<file path="config.mk">
export PLATFORM = sky130hd
export DESIGN_NAME = obstacle_sprite_flat
export DESIGN_NICKNAME = d
export VERILOG_FILES = /design/src/rtl/obstacle_sprite_if.sv /design/src/rtl/obstacle_sprite.sv /design/src/flat_wrapper.sv
export SDC_FILE = /design/constraint.sdc
export NUM_CORES = 1
export LEC_CHECK = 0
export ABC_AREA = 1
export CORE_MARGIN = 4
export CORE_UTILIZATION = 48
export DETAILED_ROUTE_END_ITERATION = 10
export PLACE_DENSITY = 0.77
export SETUP_SLACK_MARGIN = 0.02
export SYNTH_ARGS = -nofsm -noshare
export SYNTH_HDL_FRONTEND = slang
export SYNTH_SLANG_ARGS = --single-unit
</file>
<file path="constraint.sdc">
create_clock -name clk -period 5.3 [get_ports clk]
set_input_delay 1.06 -clock clk [delete_from_list [all_inputs] [get_ports clk]]
set_output_delay 1.06 -clock clk [all_outputs]
set_load 0.01 [all_outputs]
</file>
<file path="src/rtl/obstacle_sprite_if.sv">
// Scan, sprite-ROM and pixel-output signals between the VGA scan side and an obstacle renderer.
interface obstacle_sprite_if #(
    parameter int ADDR_W = 12
);
    logic              start;
    logic              step;
    logic              rdn;
    logic [9:0]        col_addr;
    logic [8:0]        row_addr;
    logic              fg_in;
    logic [ADDR_W-1:0] rom_addr;
    logic [11:0]       rom_data;
    logic [11:0]       dout;
    logic              busy;
    logic              finish;
    logic              hit;

    modport master (
        output start, step, rdn, col_addr, row_addr, fg_in, rom_data,
        input  rom_addr, dout, busy, finish, hit
    );

    modport slave (
        input  start, step, rdn, col_addr, row_addr, fg_in, rom_data,
        output rom_addr, dout, busy, finish, hit
    );
endinterface

</file>
<file path="src/rtl/obstacle_sprite.sv">
// Scrolling obstacle sprite: position/animation state, sync-ROM addressing,
// 2-cycle pixel pipeline with transparent keying and sticky collision flag.
module obstacle_sprite #(
    parameter int          WIDTH     = 24,
    parameter int          HEIGHT    = 49,
    parameter int          COLNUM    = 640,
    parameter int          BASE_ROW  = 300,
    parameter int          SPEED     = 1,
    parameter int          FRAMES    = 1,
    parameter int          FRAME_DIV = 8,
    parameter int          ADDR_W    = 12,
    parameter logic [11:0] TRANSP    = 12'h000,
    parameter logic [11:0] BG        = 12'hfff
) (
    input logic              clk,
    input logic              rstn,
    obstacle_sprite_if.slave bus
);
    localparam logic [11:0] LIMIT   = 12'(COLNUM + WIDTH);
    localparam logic [11:0] COL_LO  = 12'(COLNUM);
    localparam logic [11:0] ROW_TOP = 12'(BASE_ROW - HEIGHT);
    localparam logic [11:0] ROW_BOT = 12'(BASE_ROW);
    localparam logic [1:0]  FR_LAST = 2'(FRAMES - 1);
    localparam logic [7:0]  DV_LAST = 8'(FRAME_DIV - 1);

    typedef enum logic {IDLE, RUN} state_t;

    state_t      r_state;
    logic [11:0] r_count;
    logic [1:0]  r_frame;
    logic [7:0]  r_div;
    logic        r_busy;
    logic        r_finish;
    logic        r_hit;
    logic [11:0] r_dout;
    logic        r_inwin;
    logic        r_fg;
    logic        r_rd;

    logic [11:0]       w_colsum;
    logic [11:0]       w_row;
    logic [11:0]       w_step_sum;
    logic              w_inwin;
    logic              w_opaque;
    logic [ADDR_W-1:0] w_frame_base;
    logic [ADDR_W-1:0] w_row_off;
    logic [ADDR_W-1:0] w_col_off;

    always_comb begin
        w_colsum   = r_count + {2'b00, bus.col_addr};
        w_row      = {3'b000, bus.row_addr};
        w_step_sum = r_count + 12'(SPEED);
        w_inwin    = r_busy && !bus.rdn
                     && (w_colsum >= COL_LO) && (w_colsum < LIMIT)
                     && (w_row > ROW_TOP) && (w_row <= ROW_BOT);
        w_opaque   = r_inwin && r_rd && (bus.rom_data != TRANSP);
        w_frame_base = ADDR_W'(r_frame) * ADDR_W'(WIDTH * HEIGHT);
        w_row_off    = ADDR_W'(w_row - (ROW_TOP + 12'd1)) * ADDR_W'(WIDTH);
        w_col_off    = ADDR_W'(w_colsum - COL_LO);
    end

    assign bus.rom_addr = w_frame_base + w_row_off + w_col_off;
    assign bus.dout     = r_dout;
    assign bus.busy     = r_busy;
    assign bus.finish   = r_finish;
    assign bus.hit      = r_hit;

    always_ff @(posedge clk) begin
        if (!rstn) begin
            r_state  <= IDLE;
            r_count  <= LIMIT;
            r_frame  <= '0;
            r_div    <= '0;
            r_busy   <= 1'b0;
            r_finish <= 1'b1;
            r_hit    <= 1'b0;
            r_dout   <= BG;
            r_inwin  <= 1'b0;
            r_fg     <= 1'b0;
            r_rd     <= 1'b0;
        end else begin
            // The in-flight pixel uses the count sampled with its address, so a
            // step at the same edge only affects later addresses.
            r_inwin <= w_inwin;
            r_fg    <= bus.fg_in;
            r_rd    <= ~bus.rdn;
            r_dout  <= w_opaque ? bus.rom_data : BG;

            if (bus.start) begin
                r_state  <= RUN;
                r_busy   <= 1'b1;
                r_finish <= 1'b0;
                r_count  <= '0;
                r_frame  <= '0;
                r_div    <= '0;
                r_hit    <= 1'b0;
            end else begin
                if (w_opaque && r_fg)
                    r_hit <= 1'b1;
                if (r_state == RUN && bus.step) begin
                    if (w_step_sum >= LIMIT) begin
                        r_count  <= LIMIT;
                        r_state  <= IDLE;
                        r_busy   <= 1'b0;
                        r_finish <= 1'b1;
                    end else begin
                        r_count <= w_step_sum;
                    end
                    if (r_div == DV_LAST) begin
                        r_div   <= '0;
                        r_frame <= (r_frame == FR_LAST) ? 2'd0 : r_frame + 2'd1;
                    end else begin
                        r_div <= r_div + 8'd1;
                    end
                end
            end
        end
    end
endmodule

</file>
<file path="src/flat_wrapper.sv">
// flat-port wrapper written by rule: the top's interface ports become plain ports
module obstacle_sprite_flat 
#(
    parameter int          WIDTH     = 24,
    parameter int          HEIGHT    = 49,
    parameter int          COLNUM    = 640,
    parameter int          BASE_ROW  = 300,
    parameter int          SPEED     = 1,
    parameter int          FRAMES    = 1,
    parameter int          FRAME_DIV = 8,
    parameter int          ADDR_W    = 12,
    parameter logic [11:0] TRANSP    = 12'h000,
    parameter logic [11:0] BG        = 12'hfff
)
  (clk, rstn, bus_start, bus_step, bus_rdn, bus_col_addr, bus_row_addr, bus_fg_in, bus_rom_data, bus_rom_addr, bus_dout, bus_busy, bus_finish, bus_hit);
  obstacle_sprite_if #(.ADDR_W(ADDR_W)) bus_i ();
  input logic clk;
  input logic rstn;
  input wire logic [$bits(bus_i.start)-1:0] bus_start;
  input wire logic [$bits(bus_i.step)-1:0] bus_step;
  input wire logic [$bits(bus_i.rdn)-1:0] bus_rdn;
  input wire logic [$bits(bus_i.col_addr)-1:0] bus_col_addr;
  input wire logic [$bits(bus_i.row_addr)-1:0] bus_row_addr;
  input wire logic [$bits(bus_i.fg_in)-1:0] bus_fg_in;
  input wire logic [$bits(bus_i.rom_data)-1:0] bus_rom_data;
  output wire logic [$bits(bus_i.rom_addr)-1:0] bus_rom_addr;
  output wire logic [$bits(bus_i.dout)-1:0] bus_dout;
  output wire logic [$bits(bus_i.busy)-1:0] bus_busy;
  output wire logic [$bits(bus_i.finish)-1:0] bus_finish;
  output wire logic [$bits(bus_i.hit)-1:0] bus_hit;
  assign bus_i.start = bus_start;
  assign bus_i.step = bus_step;
  assign bus_i.rdn = bus_rdn;
  assign bus_i.col_addr = bus_col_addr;
  assign bus_i.row_addr = bus_row_addr;
  assign bus_i.fg_in = bus_fg_in;
  assign bus_i.rom_data = bus_rom_data;
  assign bus_rom_addr = bus_i.rom_addr;
  assign bus_dout = bus_i.dout;
  assign bus_busy = bus_i.busy;
  assign bus_finish = bus_i.finish;
  assign bus_hit = bus_i.hit;
  obstacle_sprite #(.WIDTH(WIDTH), .HEIGHT(HEIGHT), .COLNUM(COLNUM), .BASE_ROW(BASE_ROW), .SPEED(SPEED), .FRAMES(FRAMES), .FRAME_DIV(FRAME_DIV), .ADDR_W(ADDR_W), .TRANSP(TRANSP), .BG(BG)) u_core (.clk(clk), .rstn(rstn), .bus(bus_i));
endmodule
</file>
==> results.yml, run 1 <==
run_status:
  status: "finished, violations left"
  violations: "setup timing"
yosys:
  synthAdderAreaFrac_pct: 20.1
  ys_seq_area_share_pct: 23.0
  synth-simple-area-share_pct: 31.2
  post_synth_num_cell_types: 34
  synth_top_family_by_area: "simple AND/OR/NAND/NOR gates"
  ys_warn_count: 0
  ys_ff_latch: 40
  synthMuxAreaShare_pct: 0
  synthXorXnorAreaFrac_pct: 7.55
  netlist_instances: 499
  synth_nets: 586
  avgSynthCellArea_um2: 6.97
  synth-compound-area-share_pct: 6.62
  syn_area_mm2: 0.00348
route:
  drc: 0
  viasPerCell: 5.43
  drtIter0Drc: 325
  ant_nets: 0
  wl_um: 13000
  via_count: 4150
  wl_per_cell_um: 17.0
  dr.pass1.iters: 5
clock_tree:
  clk_latency_ns: 0.30
  cts_tree: "built"
  htree_num_levels: 2
  numCtsBuffers: 5
  ctsHoldBuffers: 0
  cts_buffer_depth: 2
  cts_root_buf: "clkbuf_8"
  clock_sinks: 40
  cts.reportedPaths.clkPinSlew_ns: 0.07
global_route:
  grt_max_degree: 13
  grt_pass1_wl_um: 18000
  grt_pass1_vias: 4052
  grt_overflow_total: 0
  grt_usage_pct: 25.8
  antenna_found_initial: 0
setup_path:
  r2r_start: "u_core.r_count[1]$_SDFFE_PP0P_"
  cp.required_ns: 4.24
  crit_end: "bus_rom_addr[11]"
  critPathLaunchType: "primary input"
  rrSetupSlack_ns: 0.40
  cp_max_fo: 5
  crit_type: "in -> out"
  crit_top_cell: "nand2_1"
  max_stage_delay_ns: 0.53
  arrival_ns: 4.64
  endpoint_kind: "output port"
  setup.worst_path.start: "bus_col_addr[4]"
  r2r_cells: 36
  cp_slowest_cell: "fa_1"
  reg2reg_to: "u_core.r_inwin$_SDFF_PN0_"
final_layout:
  nFillCells: 414
  layout-drive-gt1-share_pct: 35.0
  multi_input_area_mm2: 0.00278
  seqCellArea_um2: 801
  num_antenna_cells: 0
  layout_commonest_cell: "nand2_1"
  layout_common_cells: "nand2_1 (109), buf_4 (99), inv_1 (82), clkdlybuf4s50_1 (44), dfxtp_1 (40)"
  syn2layout_area_growth_pct: 59.8
  fin_nets: 754
sta:
  worst_slack_ns: -0.396
  timing.fmax_mhz: 176
  finalSetupViolCount: 3
  clock_skew_ns: 0.00832
  period_share_pct: 107
  rsz0062_at_grt: "yes"
  slew_headroom_pct: 50.4
  finalHoldViolCount: 0
  drv_slew: 0
  tightest_slew_ns: 0.741
  period_needed_ns: 5.70
floorplanning:
  core_mm2: 0.00691
  die_h_um: 93.1
  initial_core_util_pct: 50.4
  die_x_um: 93.1
  rows: 30
  die_area_mm2: 0.00867
  io_pins: 64
power_and_ir_drop:
  p_total_mw: 1.77
  power_density_mw_per_mm2: 319
  peakVddDrop_mv: 0.183
  power.leakage_nw: 2.71
placement:
  gp_congestion: 0.837
  place_hpwl_um: 7110
  port_buffers: 63
  pre_cts_slack_ns: -1.11
job:
  cap_violations: 0
hold_path:
  whs_path_depth: 2
  hold_path.class: "reg -> reg"
-- timing repair --
action,in CTS,in global routing
pin swaps,53,59
gates resized for setup,104,59
buffers inserted,38,10
endpoints found under the setup margin,6,7
-- logic make-up after synthesis --
kind of cell / count (synthesis)
and+or+nand+nor: 235
buffers and inverters: 103
adders and majority gates: 50
AOI/OAI and AO/OA: 41
DFF: 40
xor gates and xnor gates: 30
-- metal layers --
metal	share of wire (%)	vias to the layer above	GRT usage [%]
met4	7.1	0	12.6
met2	50	254	48.8
met5	0	-	0
met3	7.1	92	4.99
li1	-	1893	-
met1	36	1911	27.0
-- per-stage QoR --
stage | util, % | instance area [µm²] | cells | hold slack [ns] | setup TNS [ns]
finish | 80.5 | 5560 | 764 | 0.478 | -0.534
global placement | 67.3 | 4650 | 714 | 0.439 | -4.01
floorplan | - | 3480 | 499 | 0.444 | 0
global route | 80.5 | 5560 | 764 | 0.528 | -0.985
detailed placement | 67.3 | 4650 | 714 | 0.463 | -4.64
CTS | 77.3 | 5340 | 759 | 0.473 | -0.123
-- power by group --
part	switching (mW)	total, mW	internal (mW)
logic	0.618	1.21	0.589
registers	0.00900	0.316	0.307
clock network	0.109	0.249	0.140
-- area by class of cell --
| cell class | count | area share (%) |
|---|---|---|
| multi-input cells | 356 | 50.0 |
| repair buffers | 164 | 24.7 |
| flip-flops and latches | 40 | 14.4 |
| inverters | 100 | 6.80 |
| well taps | 96 | 2.16 |
| clock buffers | 6 | 1.31 |
| clock inverters | 2 | 0.630 |
-- cell usage after synthesis --
cell type,n,area (µm²)
ha_1,40,500
buf_4,1,7.51
nand2_1,126,473
xor2_1,20,175
a21o_1,2,15.0
nor3_1,10,50.1
nor3b_1,3,22.5
o21ai_2,1,8.76
o21ai_1,3,15.0
nand3_1,27,135
and3_1,2,12.5
a21oi_2,1,8.76
dfxtp_1,40,801
nor4_1,5,31.3
fa_1,10,200
a211oi_1,2,15.0
a21oi_1,18,90.1
nand3b_1,5,37.5
a31oi_1,1,6.26
nor2_1,29,109
xnor2_1,10,87.6
clkbuf_1,1,3.75
nand2_2,7,43.8
nand4_1,7,43.8
nand3_2,2,20.0
inv_2,3,11.3
a21boi_1,1,7.51
inv_1,97,364
nand2_4,3,33.8
a31o_2,1,8.76
nor2_4,3,33.8
o21ai_0,11,55.1
clkbuf_8,1,13.8
nor2_2,6,37.5
-- critical path: cells and delay by family --
kind | cells | cell delay, ns
buffers and inverters | 5 | 0.49
adder cells (fa/ha/maj) | 5 | 1.63
AND/OR/NAND/NOR | 14 | 1.28
AO/OA/AOI/OAI | 1 | 0.13
-- sequential cells by signal (all words and copies together), names as in the netlist --
signal / flops
u_core.r_state: 1
u_core.r_count: 12
u_core.r_frame: 2
u_core.bus.dout: 12
u_core.bus.finish: 1
u_core.r_fg: 1
u_core.r_inwin: 1
u_core.r_div: 8
u_core.bus.hit: 1
u_core.r_rd: 1
-- how the worst min path moves through the flow --
| stage | start | endpoint | slack [ns] |
|---|---|---|---|
| CTS | u_core.r_fg$_SDFF_PN0_ | u_core.bus.hit$_SDFFE_PP0P_ | 0.47 |
| detailed placement | u_core.r_fg$_SDFF_PN0_ | u_core.bus.hit$_SDFFE_PP0P_ | 0.46 |
| floorplan | u_core.r_fg$_SDFF_PN0_ | u_core.bus.hit$_SDFFE_PP0P_ | 0.44 |
| finish | u_core.r_fg$_SDFF_PN0_ | u_core.bus.hit$_SDFFE_PP0P_ | 0.48 |
| global placement | u_core.bus.hit$_SDFFE_PP0P_ | u_core.bus.hit$_SDFFE_PP0P_ | 0.44 |
| global route | u_core.r_fg$_SDFF_PN0_ | u_core.bus.hit$_SDFFE_PP0P_ | 0.53 |
Note: power is estimated with default switching activity, not from simulation.
==> inputs of run 2 (changes only) <==
--- a/config.mk
+++ b/config.mk
@@ -6,6 +6,7 @@
 export NUM_CORES = 1
 export LEC_CHECK = 0
 export ABC_AREA = 1
+export CAP_MARGIN = 30
 export CORE_MARGIN = 4
 export CORE_UTILIZATION = 48
 export DETAILED_ROUTE_END_ITERATION = 10
==> results of run 2 <==
Same layout as run 1: the final DEF is identical, and so are final timing and power.
